## src/rtl/som_pixel_fetch_if.sv

```systemverilog
// Bundle of the RAM_IF read port and the pixel valid/ready stream of som_pixel_fetch.
// master = the fetch block, slave = RAM model / pixel consumer.
interface som_pixel_fetch_if #(
  parameter int unsigned ADDR_W = 18
);
  logic [23:0]       RAM_IF_Q;
  logic              RAM_IF_OE;
  logic              RAM_IF_WE;
  logic [ADDR_W-1:0] RAM_IF_A;
  logic [23:0]       RAM_IF_D;
  logic [23:0]       pix_data;
  logic              pix_valid;
  logic              pix_ready;
  logic              pix_last;
  logic [7:0]        epoch;

  modport master (
    input  RAM_IF_Q, pix_ready,
    output RAM_IF_OE, RAM_IF_WE, RAM_IF_A, RAM_IF_D, pix_data, pix_valid, pix_last, epoch
  );

  modport slave (
    output RAM_IF_Q, pix_ready,
    input  RAM_IF_OE, RAM_IF_WE, RAM_IF_A, RAM_IF_D, pix_data, pix_valid, pix_last, epoch
  );
endinterface

```

## src/rtl/som_pixel_fetch.sv

```systemverilog
// Streams pixels from RAM_IF in address order for N_EPOCH passes, hiding the one-cycle
// read latency behind a 4-entry credit-managed prefetch FIFO.
module som_pixel_fetch #(
  parameter int unsigned ADDR_W  = 18,
  parameter int unsigned N_PIXEL = 16384,
  parameter int unsigned N_EPOCH = 4
) (
  input  logic               clk,
  input  logic               rst,
  input  logic               start,
  som_pixel_fetch_if.master  bus,
  output logic               busy,
  output logic               done
);

  localparam logic [ADDR_W-1:0] LastAddr  = ADDR_W'(N_PIXEL - 1);
  localparam logic [7:0]        LastEpoch = 8'(N_EPOCH - 1);

  typedef enum logic [1:0] {StIdle, StIssue, StDrain, StDone} state_e;

  state_e            r_state;
  logic              r_busy, r_done;
  logic [ADDR_W-1:0] r_addr;
  logic [7:0]        r_epoch;
  // Read in flight towards the RAM (r_oe) and read data arriving this cycle (r_p1_vld).
  logic              r_oe, r_oe_last;
  logic [ADDR_W-1:0] r_a;
  logic [7:0]        r_oe_epoch;
  logic              r_p1_vld, r_p1_last;
  logic [7:0]        r_p1_epoch;

  logic [32:0]       r_mem [4];
  logic [1:0]        r_wptr, r_rptr;
  logic [2:0]        r_count;

  logic              w_push, w_pop, w_credit, w_issue, w_cur_last, w_final, w_drained;
  logic [3:0]        w_inflight;
  logic [ADDR_W-1:0] w_cur_addr;
  logic [7:0]        w_cur_epoch;

  always_comb begin
    w_push      = r_p1_vld;
    w_pop       = (r_count != 3'd0) && bus.pix_ready;
    w_inflight  = 4'(r_count) + 4'(r_oe) + 4'(r_p1_vld);
    w_credit    = (w_inflight - 4'(w_pop)) < 4'd4;
    // Counters are treated as cleared while idle so the first read can go out on start.
    w_cur_addr  = (r_state == StIdle) ? '0 : r_addr;
    w_cur_epoch = (r_state == StIdle) ? '0 : r_epoch;
    w_cur_last  = (w_cur_addr == LastAddr);
    w_final     = w_cur_last && (w_cur_epoch == LastEpoch);
    w_issue     = ((r_state == StIdle) && start) || ((r_state == StIssue) && w_credit);
    w_drained   = !r_oe && !r_p1_vld &&
                  ((r_count == 3'd0) || ((r_count == 3'd1) && w_pop));
  end

  always_ff @(posedge clk or negedge rst) begin
    if (!rst) begin
      r_state    <= StIdle;
      r_busy     <= 1'b0;
      r_done     <= 1'b0;
      r_addr     <= '0;
      r_epoch    <= '0;
      r_oe       <= 1'b0;
      r_a        <= '0;
      r_oe_last  <= 1'b0;
      r_oe_epoch <= '0;
      r_p1_vld   <= 1'b0;
      r_p1_last  <= 1'b0;
      r_p1_epoch <= '0;
    end else begin
      r_oe       <= w_issue;
      r_p1_vld   <= r_oe;
      r_p1_last  <= r_oe_last;
      r_p1_epoch <= r_oe_epoch;
      r_done     <= 1'b0;
      if (w_issue) begin
        r_a        <= w_cur_addr;
        r_oe_last  <= w_cur_last;
        r_oe_epoch <= w_cur_epoch;
        if (w_cur_last) begin
          r_addr  <= '0;
          r_epoch <= w_cur_epoch + 8'd1;
        end else begin
          r_addr  <= w_cur_addr + ADDR_W'(1);
          r_epoch <= w_cur_epoch;
        end
      end
      unique case (r_state)
        StIdle: begin
          if (start) begin
            r_state <= w_final ? StDrain : StIssue;
            r_busy  <= 1'b1;
          end
        end
        StIssue: begin
          if (w_issue && w_final) r_state <= StDrain;
        end
        StDrain: begin
          // Leave on the edge that pops the last pixel so done lands right after it.
          if (w_drained) begin
            r_state <= StDone;
            r_done  <= 1'b1;
          end
        end
        StDone: begin
          r_state <= StIdle;
          r_busy  <= 1'b0;
        end
        default: r_state <= StIdle;
      endcase
    end
  end

  always_ff @(posedge clk or negedge rst) begin
    if (!rst) begin
      for (int i = 0; i < 4; i++) r_mem[i] <= '0;
      r_wptr  <= '0;
      r_rptr  <= '0;
      r_count <= '0;
    end else begin
      if (w_push) begin
        r_mem[r_wptr] <= {bus.RAM_IF_Q, r_p1_last, r_p1_epoch};
        r_wptr        <= r_wptr + 2'd1;
      end
      if (w_pop) r_rptr <= r_rptr + 2'd1;
      case ({w_push, w_pop})
        2'b10:   r_count <= r_count + 3'd1;
        2'b01:   r_count <= r_count - 3'd1;
        default: r_count <= r_count;
      endcase
    end
  end

  // Credit accounting keeps occupancy + outstanding <= 4, so a full FIFO never sees a push.
  assert property (@(posedge clk) disable iff (!rst) !(w_push && (r_count == 3'd4)));

  assign bus.RAM_IF_OE = r_oe;
  assign bus.RAM_IF_A  = r_a;
  assign bus.RAM_IF_WE = 1'b0;
  assign bus.RAM_IF_D  = '0;
  assign bus.pix_valid = (r_count != 3'd0);
  assign bus.pix_data  = r_mem[r_rptr][32:9];
  assign bus.pix_last  = r_mem[r_rptr][8];
  assign bus.epoch     = r_mem[r_rptr][7:0];
  assign busy          = r_busy;
  assign done          = r_done;

endmodule

```

## src/flat_wrapper.sv

```systemverilog
// flat-port wrapper written by rule: the top's interface ports become plain ports
module som_pixel_fetch_flat 
#(
  parameter int unsigned ADDR_W  = 18,
  parameter int unsigned N_PIXEL = 16384,
  parameter int unsigned N_EPOCH = 4
)
  (clk, rst, start, busy, done, bus_RAM_IF_Q, bus_pix_ready, bus_RAM_IF_OE, bus_RAM_IF_WE, bus_RAM_IF_A, bus_RAM_IF_D, bus_pix_data, bus_pix_valid, bus_pix_last, bus_epoch);
  som_pixel_fetch_if #(.ADDR_W(ADDR_W)) bus_i ();
  input  logic clk;
  input  logic rst;
  input  logic start;
  output logic busy;
  output logic done;
  input wire logic [$bits(bus_i.RAM_IF_Q)-1:0] bus_RAM_IF_Q;
  input wire logic [$bits(bus_i.pix_ready)-1:0] bus_pix_ready;
  output wire logic [$bits(bus_i.RAM_IF_OE)-1:0] bus_RAM_IF_OE;
  output wire logic [$bits(bus_i.RAM_IF_WE)-1:0] bus_RAM_IF_WE;
  output wire logic [$bits(bus_i.RAM_IF_A)-1:0] bus_RAM_IF_A;
  output wire logic [$bits(bus_i.RAM_IF_D)-1:0] bus_RAM_IF_D;
  output wire logic [$bits(bus_i.pix_data)-1:0] bus_pix_data;
  output wire logic [$bits(bus_i.pix_valid)-1:0] bus_pix_valid;
  output wire logic [$bits(bus_i.pix_last)-1:0] bus_pix_last;
  output wire logic [$bits(bus_i.epoch)-1:0] bus_epoch;
  assign bus_i.RAM_IF_Q = bus_RAM_IF_Q;
  assign bus_i.pix_ready = bus_pix_ready;
  assign bus_RAM_IF_OE = bus_i.RAM_IF_OE;
  assign bus_RAM_IF_WE = bus_i.RAM_IF_WE;
  assign bus_RAM_IF_A = bus_i.RAM_IF_A;
  assign bus_RAM_IF_D = bus_i.RAM_IF_D;
  assign bus_pix_data = bus_i.pix_data;
  assign bus_pix_valid = bus_i.pix_valid;
  assign bus_pix_last = bus_i.pix_last;
  assign bus_epoch = bus_i.epoch;
  som_pixel_fetch #(.ADDR_W(ADDR_W), .N_PIXEL(N_PIXEL), .N_EPOCH(N_EPOCH)) u_core (.clk(clk), .rst(rst), .start(start), .bus(bus_i), .busy(busy), .done(done));
endmodule
```

## config.mk

```make
export PLATFORM = sky130hd
export DESIGN_NAME = som_pixel_fetch_flat
export DESIGN_NICKNAME = d
export VERILOG_FILES = /design/src/rtl/som_pixel_fetch_if.sv /design/src/rtl/som_pixel_fetch.sv /design/src/flat_wrapper.sv
export SDC_FILE = /design/constraint.sdc
export NUM_CORES = 1
export LEC_CHECK = 0
export CORE_MARGIN = 3
export CORE_UTILIZATION = 55
export DETAILED_ROUTE_END_ITERATION = 10
export PLACE_DENSITY_LB_ADDON = 0.2
export SETUP_SLACK_MARGIN = 0.1
export SYNTH_ARGS = -nofsm -noshare
export SYNTH_HDL_FRONTEND = slang
export SYNTH_SLANG_ARGS = --single-unit
```

## constraint.sdc

```tcl
create_clock -name clk -period 4.1 [get_ports clk]
set_clock_uncertainty 0.1 [all_clocks]
set_input_delay 0.82 -clock clk [delete_from_list [all_inputs] [get_ports clk]]
set_output_delay 0.82 -clock clk [all_outputs]
set_load 0.05 [all_outputs]
```

Yosys cells after proc, flatten, opt, wreduce, memory -nomap -nowiden

Index checks and enable logic that the tools add are counted.
Widths: inputs -> output; s select.

Bitwise operators: 2
Equality and inequality tests: 11
Add/sub/neg operators: 9
Mux-type cells: 20
$lt $le $gt $ge: 4
Reduce and logical (&&, ||, !) cells: 20

Operators by type and width:

| operator              | number |
|---|---|
| $bwmux 132            | 1 |
| $mux 33               | 3 |
| $bmux 33 s2           | 1 |
| $demux 33 s2          | 1 |
| $mux 18               | 2 |
| $add 18x1->18 const B | 1 |
| $eq 18x14->1 const B  | 1 |
| $mux 8                | 2 |
| $logic_and 1x1->1     | 9 |
| $add 8x1->8 const B   | 1 |
| $eq 8x2->1 const B    | 1 |
| $mux 2                | 4 |
| $pmux 2 s4            | 1 |
| $eq 2x2->1 const B    | 3 |
| $ge 3x3->1 const B    | 2 |
| $not 2->3             | 2 |
| $pmux 3 s2            | 1 |
| $add 2x1->2 const B   | 2 |
| $add 3x1->4           | 1 |
| $add 4x1->4           | 1 |
| $eq 2x1->1 const B    | 2 |
| $lt 4x3->1 const B    | 1 |
| $ne 2x2->1 const B    | 2 |
| $reduce_bool 2->1     | 2 |
| 15 further kinds      | 19 |

Output and inout port bits: 80
Input port bits: 28
Register bits after elaboration: 207

Logic depth before layout (Yosys ltp)

Gate-level depths: netlist (run 1).

Depth in word-level cells: 9
Mapped depth: 17

Worst setup path before layout (run 1)

No wires, ideal clock.

Path type: register to register
Start: reg u_core.r_count[0]
End: reg u_core.r_epoch[4]
Required time: 3896 ps
Stages on the path, launching flop included: 15
Slack: 197 ps
Period minus slack after synthesis: 3903 ps
Buffers on the path: 3
Setup time: 104 ps
Data arrival time: 3699 ps
Path through: dfrtp_1 -> inv_1 -> ha_1 -> nand2b_1 -> nand2_1 -> or2_2 -> ha_1 -> and3_1 -> buf_6 -> or4_4 -> buf_6 -> and3_1 -> buf_6 -> or4_1 -> o311ai_1

Cells in the longest elaborated chain, start to end: 6
Elaborated cells on any way between the ends: 8
Those cells by class: add/sub (3); order compare (1); reduce/logical (4)

RTL lines:

| what                    | line                   | text |
|---|---|---|
| from (decl)             | som_pixel_fetch.sv:34  | `logic [2:0] r_count;` |
| from (signal assigned)  | som_pixel_fetch.sv:127 | `2'b10: r_count <= r_count + 3'd1;` |
| from (signal assigned)  | som_pixel_fetch.sv:128 | `2'b01: r_count <= r_count - 3'd1;` |
| from (signal assigned)  | som_pixel_fetch.sv:129 | `default: r_count <= r_count;` |
| $reduce_bool 3->1       | -                      |  |
| named net bus_pix_valid | flat_wrapper.sv:22     | `output wire logic [$bits(bus_i.pix_valid)-1:0] bus_pix_valid;` |
| $logic_and 1x1->1       | som_pixel_fetch.sv:43  | `w_pop = (r_count != 3'd0) && bus.pix_ready;` |
| $sub 4x1->4             | som_pixel_fetch.sv:45  | `w_credit = (w_inflight - 4'(w_pop)) < 4'd4;` |
| $lt 4x3->1              | som_pixel_fetch.sv:45  |  |
| $logic_and 1x1->1       | som_pixel_fetch.sv:51  | `w_issue = ((r_state == StIdle) && start) \|\| ((r_state == StIssue) && w_credit);` |
| $logic_or 1x1->1        | som_pixel_fetch.sv:51  |  |
| to (signal assigned)    | som_pixel_fetch.sv:82  | `r_epoch <= w_cur_epoch + 8'd1;` |
| to (signal assigned)    | som_pixel_fetch.sv:85  | `r_epoch <= w_cur_epoch;` |
| to (decl)               | som_pixel_fetch.sv:24  | `logic [7:0] r_epoch;` |

The timed path passes the listed nets, and every way through them passes these cells.
A chain may end at the register's enable or synchronous reset.

Worst setup path in the final report (run 1)

Start: reg u_core.r_count[0]
End: reg u_core.r_addr[13]

Cells in the longest elaborated chain, start to end: 6
Elaborated cells on any way between the ends: 8
Those cells by class: add/sub (3); order compare (1); reduce/logical (4)

RTL lines:

| what                                             | line                                         | text |
|---|---|---|
| $add 3x1->4 or $reduce_bool 3->1 (tied branches) | som_pixel_fetch.sv:44, som_pixel_fetch.sv:43 |  |
| $add 4x1->4 or $logic_and 1x1->1 (tied branches) | som_pixel_fetch.sv:44, som_pixel_fetch.sv:43 |  |
| $sub 4x1->4 (*)                                  | som_pixel_fetch.sv:45                        |  |
| $lt 4x3->1 (*)                                   | som_pixel_fetch.sv:45                        |  |
| $logic_and 1x1->1 (*)                            | som_pixel_fetch.sv:51                        |  |
| $logic_or 1x1->1 (*)                             | som_pixel_fetch.sv:51                        |  |
| to (signal assigned)                             | som_pixel_fetch.sv:84                        | `r_addr <= w_cur_addr + ADDR_W'(1);` |
| to (decl)                                        | som_pixel_fetch.sv:23                        | `logic [ADDR_W-1:0] r_addr;` |

Every way passes the cells marked *; elsewhere a longest branch is shown, timed or not.

==> run summary, run 1 <==
Post-synth ARST share: 1.00
Mux contribution to synthesized area: 0.252
CTS resizes: 0
CTS Buf Count: 23
Worst hold slack: 203 ps
Dominant cells by area after synthesis: dfrtp_1 53%, mux2_2 15%, mux4_2 7.6%
Layout area overhead: 17.6%
Row count: 48
Fin. Hold Viols: 0
Post-Synth Adder-Cell Area: 0.0218
Root buffer cell: clkbuf_16
Synthesized area per cell: 12.8 sq um
Crit path kind: reg2reg
MaxCap Viol Count: 0
Top cells by count, synth: 207 x dfrtp_1, 132 x mux2_2, 57 x nand2_1
Max Slew Vio Count: 0
Top layer reached by signal wires: met4
Clock Pin Slew Worst Setup and Hold Paths: 60 ps
Detailed Route WL: 20,000 um
Internal power: 6.09 mW
Vias in the first global route: 6,662
Die ar.: 0.0194 sq mm
Synth Instances: 761
Peak VDD IR: 0.000749 V
Leakage: 5.10 nW
Total length of routed met3 wires: 873 um
Clock Latency Late Sink: 510 ps
Psw: 4.14 mW
Core Box Area: 0.0174 sq mm
Sequential fraction of design power: 0.328
CTS max path bufs: 3
Clock sinks: 207
Layout cells sized above 1: 0.273
Worst Setup Start Kind: flop
# setup viols final: 0
All-Layer GR Usage: 0.212
Slew HR: 0.342
Slowest Stage Delay on Critical Path: 550 ps
Largest family of logic cells by synthesized area: multiplexers
# diodes: 0
Period minus WS final: 3660 ps
XOR/XNOR Fraction of Synth Area: 0.00627
I/O Pins: 108
R2R Setup Slk: 440 ps
Final Wtd Congestion: 0.910
Reg2Reg Depth: 12
Largest net degree at the start of global routing: 95
Fin nets: 883
DRC errors left: 0
Compound-Gate Fraction of Synth Area: 0.0682
# port buffers: 82
HP Class: in2async
Synth Register Bits: 207
Yosys top cell by area: dfrtp_1
Worst slew pin tran: 984 ps
Antenna viol nets, final: 0
Critical Path RT: 4420 ps
Pre-antenna DRT Iters: 4
Post-Synth Simple-Gate Area: 0.0736
Part of the power in combinational logic: 0.484
Share of the synthesized area in the top cell type: 0.530
Period utilization: 0.892
First-pass GRT wire length: 34,300 um
CTS tree: built
Via-per-instance ratio: 5.82
Cell with the most instances after synthesis: dfrtp_1
Seq/Total Area, Yosys: 0.530
Switching Fraction: 0.405
M1 WL: 8830 um
Die Y: 139 um
Wire per inst: 18.6 um
Post-CTS setup buffers: 0
Initial Utilization: 0.563
HPWL Detailed: 12,800 um
Crit path max fanout: 15
Crit path cell chain: inv_1, ha_1, nand2b_1, nand2_1, or2_2, ha_1, and3_1, or4_4, and3_1, buf_4, or3_1, o21ai_0
Drt initial violations: 392
Unrepaired setup endpoints after global routing: false
Predominant post-synthesis flop cell: dfrtp_1
Max Fclk: 273 MHz
Synth warnings: 0
Post-synth EDFFs: 0
# H-tree levels: 1
Setup_tns: 0 ps
Fillers: 1,240
Initial antenna violation count: 0
RR Endpoint: u_core.r_addr[13]
Via count: 6,279
Clock network power share: 0.188
GRT Residual Overflow: 0
Unique masters post-synth: 55
Outcome: complete, no violations
Nature of the critical path endpoint: flop
PwrDens: 890 mW/mm^2
CTS Hold Bufs: 0
Post-Syn Area: 0.00977 sq mm
R2R Path Start: u_core.r_count[0]
Routed met2 length: 10,100 um
CP arrival: 3980 ps
Die width: 139 um
Worst path slowest cell: or4_4
[stage by stage]
step	worst slack [ps]	total power [mW]	cells	util	instance area, sq um
finish	441	10.2	1079	0.662	11500
global route	166	10.8	1079	0.662	11500
CTS	416	10.3	1079	0.662	11500
detailed placement	10.3	8.34	1038	0.621	10800
global placement	80.4	8.14	1038	0.621	10800
floorplan	197	6.89	785	-	9860
[worst max-delay path, delay by kind of cell, from the launching register on]
kind	cells	cell delay, ps
AO/OA/AOI/OAI	1	80
adder cells (fa/ha/maj)	2	510
buffers and inverters	2	350
flip-flops	1	440
AND/OR/NAND/NOR	7	2100
[logic make-up after synthesis]
| group | count (synthesis) |
|---|---|
| and+or+nand+nor | 140 |
| muxes | 188 |
| adders and majority gates | 17 |
| AOI/OAI and AO/OA | 108 |
| buffers and inverters | 93 |
| xor gates and xnor gates | 7 |
| other | 1 |
| DFF | 207 |
[registers in the layout (all words and copies together) (netlist names)]
| register | cells |
|---|---|
| u_core.r_rptr | 2 |
| u_core.r_mem | 132 |
| u_core.r_count | 3 |
| u_core.bus.RAM_IF_OE | 1 |
| u_core.r_wptr | 2 |
| u_core.done | 1 |
| u_core.bus.RAM_IF_A | 18 |
| u_core.r_oe_last | 1 |
| u_core.r_p1_vld | 1 |
| u_core.r_addr | 18 |
| u_core.r_epoch | 8 |
| u_core.r_p1_last | 1 |
| u_core.r_state | 2 |
| u_core.r_p1_epoch | 8 |
| u_core.busy | 1 |
| u_core.r_oe_epoch | 8 |
[worst max path at each step]
stage	startpoint	end	slack [ps]	cells after the start
2_1_floorplan	u_core.r_count[0]	u_core.r_epoch[4]	200	14
3_3_place_gp	bus_pix_ready	u_core.r_state[1]	80	10
3_5_place_dp	bus_pix_ready	u_core.r_state[1]	10	10
4_1_cts	u_core.r_count[0]	u_core.r_addr[14]	420	12
5_1_grt	u_core.r_count[1]	u_core.r_addr[14]	170	13
6_report	u_core.r_count[0]	u_core.r_addr[13]	440	12
[cell usage in the layout (no fill, tap or decap), types with 4 or more instances in the layout]
master           Yosys  final
nand4_1              5      5
dfrtp_1            207    205
nor3_1               4      4
nor2b_1             12     12
xnor2_1              5      5
nor4_1               4      4
buf_12               0      4
nand2_2              0      4
nor2_1               8      7
mux4_2              33     33
o21ai_0             22     22
mux2_2             132    132
clkinv_2             0     10
a21o_1               4      4
nand3_1             15     15
clkbuf_16            0     23
clkdlybuf4s50_1      0     81
o31ai_1              4      4
mux2i_1             23     23
clkbuf_1            23      5
ha_1                17     16
and3_1               6      6
o22ai_1             25     25
a21oi_1             29     29
inv_1               20     20
conb_1               1     25
or3_1                6      6
buf_4               25     14
nand2_1             57     53
[layout make-up]
cell class / instances / area (sq um) / area share
Timing Repair Buffer: 100 / 1010 / 0.0878
Tap cell: 225 / 282 / 0.0245
Inverter: 21 / 81.3 / 0.00707
Multi-Input combinational cell: 485 / 4230 / 0.368
Sequential cell: 207 / 5180 / 0.451
Clock buffer: 29 / 608 / 0.0529
Clock inverter: 12 / 100 / 0.00871
[metal layers]
| layer | vias to the layer above | global-route usage |
|---|---|---|
| met5 | - | 0 |
| met4 | 0 | 0.0443 |
| li1 | 2884 | - |
| met2 | 149 | 0.357 |
| met1 | 3233 | 0.301 |
| met3 | 13 | 0.0285 |
[power by group through the flow]
stage | registers [mW] | logic, mW | clock network (mW)
6_report | 3.35 | 4.95 | 1.92
5_1_grt | 3.46 | 5.30 | 2.08
4_1_cts | 3.35 | 5.00 | 1.96
3_5_place_dp | 3.38 | 4.96 | 0
3_3_place_gp | 3.29 | 4.85 | 0
2_1_floorplan | 3.37 | 3.53 | 0
Note: power is estimated with default switching activity, not from simulation.
==> inputs of run 2 (changes only) <==
CORE_UTILIZATION = 51   (was 55)
clock period = 3 ns   (was 4.1 ns; I/O delays follow)
==> run summary, run 2 (synthesis results as in run 1) <==
Via count: 6,488 (was 6,279)
Pre-antenna DRT Iters: 5 (was 4)
I/O Pins: 108 (unchanged)
Critical Path RT: 3320 ps (was 4420 ps)
Commonest cells after routing, fill and taps aside: 205 x dfrtp_1, 132 x mux2_2, 87 x buf_4 (was 205 x dfrtp_1, 132 x mux2_2, 81 x clkdlybuf4s50_1)
Crit path max fanout: 6 (was 15)
Max Slew Vio Count: 0 (unchanged)
Layout cells sized above 1: 0.363 (was 0.273)
Peak VDD IR: 0.000748 V (was 0.000749 V)
Fin. Hold Viols: 0 (unchanged)
Die width: 144 um (was 139 um)
First-pass GRT wire length: 33,900 um (was 34,300 um)
Fillers: 1,385 (was 1,240)
R2R Path Start: u_core.r_count[0] (unchanged)
# setup viols final: 0 (unchanged)
HPWL Detailed: 13,900 um (was 12,800 um)
Reg with most FFs: u_core.r_mem (unchanged)
Crit path kind: reg2reg (unchanged)
Leakage: 5.39 nW (was 5.10 nW)
Outcome: complete, no violations (unchanged)
HP Class: in2async (unchanged)
R2R Setup Slk: 120 ps (was 440 ps)
Reg2Reg Depth: 12 (unchanged)
Antenna viol nets, final: 0 (unchanged)
Largest net degree at the start of global routing: 80 (was 95)
Final Wtd Congestion: 0.826 (was 0.910)
Max reg flops: 132 (unchanged)
Commonest non-fill, non-tap cell in the layout: dfrtp_1 (unchanged)
Root buffer cell: clkbuf_16 (unchanged)
Initial Utilization: 0.521 (was 0.563)
Vias in the first global route: 6,756 (was 6,662)
# port buffers: 82 (unchanged)
Unrepaired setup endpoints after global routing: true (was false)
CTS Buf Count: 23 (unchanged)
Non-Filler Instances: 1,131 (was 1,079)
Placed cell count: 1,079 (was 1,038)
Clock Latency Late Sink: 520 ps (was 510 ps)
CTS Hold Bufs: 0 (unchanged)
Max Fclk: 347 MHz (was 273 MHz)
Worst setup path start: u_core.r_count[0] (unchanged)
Detailed Route WL: 20,700 um (was 20,000 um)
Drt initial violations: 320 (was 392)
Worst Setup Start Kind: flop (unchanged)
Fin nets: 925 (was 883)
Layout area overhead: 22.5% (was 17.6%)
Core Box Area: 0.0188 sq mm (was 0.0174 sq mm)
Wire per inst: 18.3 um (was 18.6 um)
PwrDens: 1220 mW/mm^2 (was 890 mW/mm^2)
Via-per-instance ratio: 5.74 (was 5.82)
Clock sinks: 207 (unchanged)
MaxCap Viol Count: 0 (unchanged)
CP arrival: 3200 ps (was 3980 ps)
GRT Residual Overflow: 0 (unchanged)
Initial antenna violation count: 0 (unchanged)
Nature of the critical path endpoint: flop (unchanged)
Die Y: 144 um (was 139 um)
Clock Pin Slew Worst Setup and Hold Paths: 60 ps (about the same)
# diodes: 0 (unchanged)
CTS max path bufs: 3 (unchanged)
RR Endpoint: u_core.r_addr[17] (was u_core.r_addr[13])
DRC errors left: 0 (unchanged)
All-Layer GR Usage: 0.199 (was 0.212)
CTS tree: built (unchanged)
Die ar.: 0.0209 sq mm (was 0.0194 sq mm)
Period utilization: 0.960 (was 0.892)
# H-tree levels: 1 (unchanged)
Worst slew pin tran: 652 ps (was 984 ps)
Final core utilization: 0.638 (was 0.662)
Period minus WS final: 2880 ps (was 3660 ps)
Slew HR: 0.565 (was 0.342)
Row count: 50 (was 48)
[run 2: what timing repair did]
action	4_1_cts	5_1_grt
endpoints found under the setup margin	31	38
gates resized for setup	6	6
pin swaps	1	0
setup buffers	1	9
[run 2: power breakdown]
part	internal [mW]	leakage, nW	switching (mW)
sequential	3.84	2.57	0.683
clock	1.76	0.388	1.12
combinational	3.18	2.43	4.01
total	8.78	5.39	5.81
[run 2: worst max-delay path by stage]
| stage | to | slack [ps] | cells after the start |
|---|---|---|---|
| 3_3_place_gp | u_core.r_addr[17] | -420 | 9 |
| 6_report | u_core.r_addr[17] | 120 | 12 |
| 2_1_floorplan | u_core.r_addr[17] | -330 | 15 |
| 3_5_place_dp | u_core.r_addr[17] | -460 | 9 |
| 4_1_cts | bus_pix_data[23] | 90 | 3 |
| 5_1_grt | u_core.r_addr[17] | -1 | 12 |
[run 2: area by class of cell]
class	instances	area (sq um)	area share
clock inverter	10	140	0.0117
multi-input combinational	485	4360	0.365
sequential	207	5180	0.433
tap	234	293	0.0245
inverter	21	81.3	0.00679
clock buffer	32	639	0.0534
timing repair buffer	142	1270	0.106
[run 2: per-stage QoR]
stage	total power, mW	hold slack (ps)	setup TNS [ps]	cell area, sq um	setup slack, ps
final	14.6	27.7	0	12000	121
after global routing	15.4	69.5	-1.04	12000	-1.01
after CTS	14.6	46.9	0	11900	94.8
after detailed placement	11.6	286	-15300	11100	-456
after global placement	11.4	264	-13440	11100	-415
after floorplan	9.57	204	-3350	9960	-326
[run 2: layer usage]
metal  up-vias  wire, um  share of wire  global-route usage
li1       2958         -              -                   -
met5         -         0              0                   0
met2       176     10200           0.49               0.330
met4         0       417          0.020              0.0461
met3        39       893          0.043              0.0281
met1      3315      9170           0.44               0.281
[run 2: worst max-delay path, cell delays in order (launching register included)]
cell,delay [ps]
dfrtp_1,390
inv_2,80
ha_4,150
nand2b_4,70
nand2_4,80
xor2_2,140
inv_1,70
ha_1,270
and3_4,200
or4_4,420
and3_4,220
or3_4,370
o311ai_2,210
==> inputs of run 3 (changes only) <==
--- a/config.mk
+++ b/config.mk
@@ -7,4 +7,5 @@
 export LEC_CHECK = 0
+export CORE_ASPECT_RATIO = 1.1
 export CORE_MARGIN = 3
-export CORE_UTILIZATION = 51
+export CORE_UTILIZATION = 45
 export DETAILED_ROUTE_END_ITERATION = 10
--- a/constraint.sdc
+++ b/constraint.sdc
@@ -4,2 +4,2 @@
 set_output_delay 0.6 -clock clk [all_outputs]
-set_load 0.05 [all_outputs]
+set_load 0.02 [all_outputs]
==> run summary, run 3 (synthesis results as in run 1) <==
Unrepaired setup endpoints after global routing: true (unchanged)
# H-tree levels: 1 (unchanged)
Outcome: complete, no violations (unchanged)
First-pass GRT wire length: 37,100 um (was 33,900 um)
GRT Residual Overflow: 0 (unchanged)
Core Box Area: 0.0210 sq mm (was 0.0188 sq mm)
Commonest non-fill, non-tap cell in the layout: dfrtp_1 (unchanged)
Drt initial violations: 351 (was 320)
Layout cells sized above 1: 0.383 (was 0.363)
Clock sinks: 207 (unchanged)
# setup viols final: 0 (unchanged)
Vias in the first global route: 7,170 (was 6,756)
All-Layer GR Usage: 0.190 (was 0.199)
Peak VDD IR: 0.000598 V (was 0.000748 V)
# port buffers: 82 (unchanged)
Reg with most FFs: u_core.r_mem (unchanged)
Crit path kind: reg2reg (unchanged)
Sequential fraction of design power: 0.311 (was 0.310)
Critical Path RT: 3330 ps (was 3320 ps)
Worst Setup Start Kind: flop (unchanged)
Max Fclk: 342 MHz (was 347 MHz)
Largest net degree at the start of global routing: 76 (was 80)
Leakage: 5.72 nW (was 5.39 nW)
Psw: 5.06 mW (was 5.81 mW)
Worst hold slack: 305 ps (was 27.7 ps)
Period utilization: 0.974 (was 0.960)
Max reg flops: 132 (unchanged)
Final Wtd Congestion: 0.832 (was 0.826)
HP Class: reg2reg (was in2async)
Max Slew Vio Count: 0 (unchanged)
CTS Buf Count: 23 (unchanged)
CTS max path bufs: 3 (unchanged)
MaxCap Viol Count: 0 (unchanged)
Clock Pin Slew Worst Setup and Hold Paths: 60 ps (about the same)
Root buffer cell: clkbuf_16 (unchanged)
Worst slew pin tran: 633 ps (was 652 ps)
Initial antenna violation count: 0 (unchanged)
Slew HR: 0.577 (was 0.565)
Non-Filler Instances: 1,222 (was 1,131)
Fillers: 1,673 (was 1,385)
Layout area overhead: 29.9% (was 22.5%)
Part of the power in combinational logic: 0.487 (was 0.493)
Die ar.: 0.0235 sq mm (was 0.0209 sq mm)
CP arrival: 3250 ps (was 3200 ps)
Row count: 55 (was 50)
Pre-antenna DRT Iters: 4 (was 5)
# diodes: 0 (unchanged)
Final core utilization: 0.605 (was 0.638)
Commonest cells after routing, fill and taps aside: 205 x dfrtp_1, 132 x mux2_2, 68 x buf_4 (was 205 x dfrtp_1, 132 x mux2_2, 87 x buf_4)
Detailed Route WL: 22,900 um (was 20,700 um)
HPWL Detailed: 14,300 um (was 13,900 um)
Initial Utilization: 0.466 (was 0.521)
Via-per-instance ratio: 5.42 (was 5.74)
Total power: 14.5 mW (was 14.6 mW)
Setup_tns: 0 ps (unchanged)
CTS tree: built (unchanged)
Switching Fraction: 0.350 (was 0.398)
Wire per inst: 18.7 um (was 18.3 um)
Fin. Hold Viols: 0 (unchanged)
Via count: 6,629 (was 6,488)
DRC errors left: 0 (unchanged)
Die width: 147 um (was 144 um)
Clock Latency Late Sink: 520 ps (about the same)
Nature of the critical path endpoint: flop (unchanged)
I/O Pins: 108 (unchanged)
PwrDens: 1140 mW/mm^2 (was 1220 mW/mm^2)
Antenna viol nets, final: 0 (unchanged)
Internal power: 9.42 mW (was 8.78 mW)
Placed cell count: 1,126 (was 1,079)
Period minus WS final: 2920 ps (was 2880 ps)
Fin nets: 965 (was 925)
Crit path max fanout: 3 (was 6)
Clock network power share: 0.201 (was 0.197)
Die Y: 161 um (was 144 um)
==> run 3: what timing repair did <==
item | in CTS | in global routing
buffers inserted | 31 | 19
pin swaps | 9 | 22
endpoints found under the setup margin | 44 | 53
hold endpoints to repair | 47 | 0
gates resized for setup | 44 | 62
gates cloned | 0 | 4
hold buffers | 1 | 0
==> run 3: cell type report <==
class / instances / area, sq um / share of cell area
sequential: 207 / 5180 / 0.408
multi-input combinational: 485 / 4510 / 0.355
timing repair buffer: 182 / 1780 / 0.140
clock buffer: 31 / 646 / 0.0508
tap: 285 / 357 / 0.0281
clock inverter: 11 / 145 / 0.0114
inverter: 21 / 78.8 / 0.00621
==> run 3: per-stage QoR <==
| stage | cell area, sq um | setup WS (ps) |
|---|---|---|
| finish | 12700 | 79.1 |
| global route | 12700 | -23.5 |
| CTS | 12200 | 72.3 |
| detailed placement | 11200 | -475 |
| global placement | 11200 | -455 |
| floorplan | 9970 | -255 |
==> run 3: final timing paths <==
kind	slack, ps	cells past startpoint	end	start
worst min register to register	300	0	u_core.r_p1_epoch[1]	u_core.r_oe_epoch[1]
max in group asynchronous	1370	3	u_core.r_addr[7]	rst
min in group asynchronous	500	2	u_core.r_mem[119]	rst
worst min-delay path	300	0	u_core.r_p1_epoch[1]	u_core.r_oe_epoch[1]
worst max register to register	80	20	u_core.r_count[1]	u_core.r_count[1]
worst max-delay path	80	20	u_core.r_count[1]	u_core.r_count[1]
==> run 3: metal layers <==
metal	wire length, um	global-route usage	share of wire	vias up
met4	518	0.0526	0.023	0
met2	12200	0.345	0.53	136
met1	9400	0.238	0.41	3414
li1	-	-	-	3044
met5	0	0	0	-
met3	779	0.0279	0.034	35
==> run 3: worst max-delay path, cell delays in order (launching register included) <==
cell and delay (ps):
dfrtp_1 390, inv_2 90, ha_4 150, nand2b_4 60, nand2_4 80, xor2_2 180
inv_2 80, buf_6 110, buf_4 120, buf_4 130, buf_6 110, buf_6 100
buf_6 110, buf_4 120, buf_4 120, buf_4 120, buf_4 120, buf_4 130
buf_4 130, buf_4 120, o211ai_1 170
==> run 3: power groups by stage <==
stage / logic, mW / clock network [mW] / registers, mW
6_report: 7.05 / 2.92 / 4.51
5_1_grt: 7.56 / 3.12 / 4.64
4_1_cts: 6.35 / 2.99 / 4.50
3_5_place_dp: 6.12 / 0 / 4.56
3_3_place_gp: 5.95 / 0 / 4.44
2_1_floorplan: 4.01 / 0 / 4.40
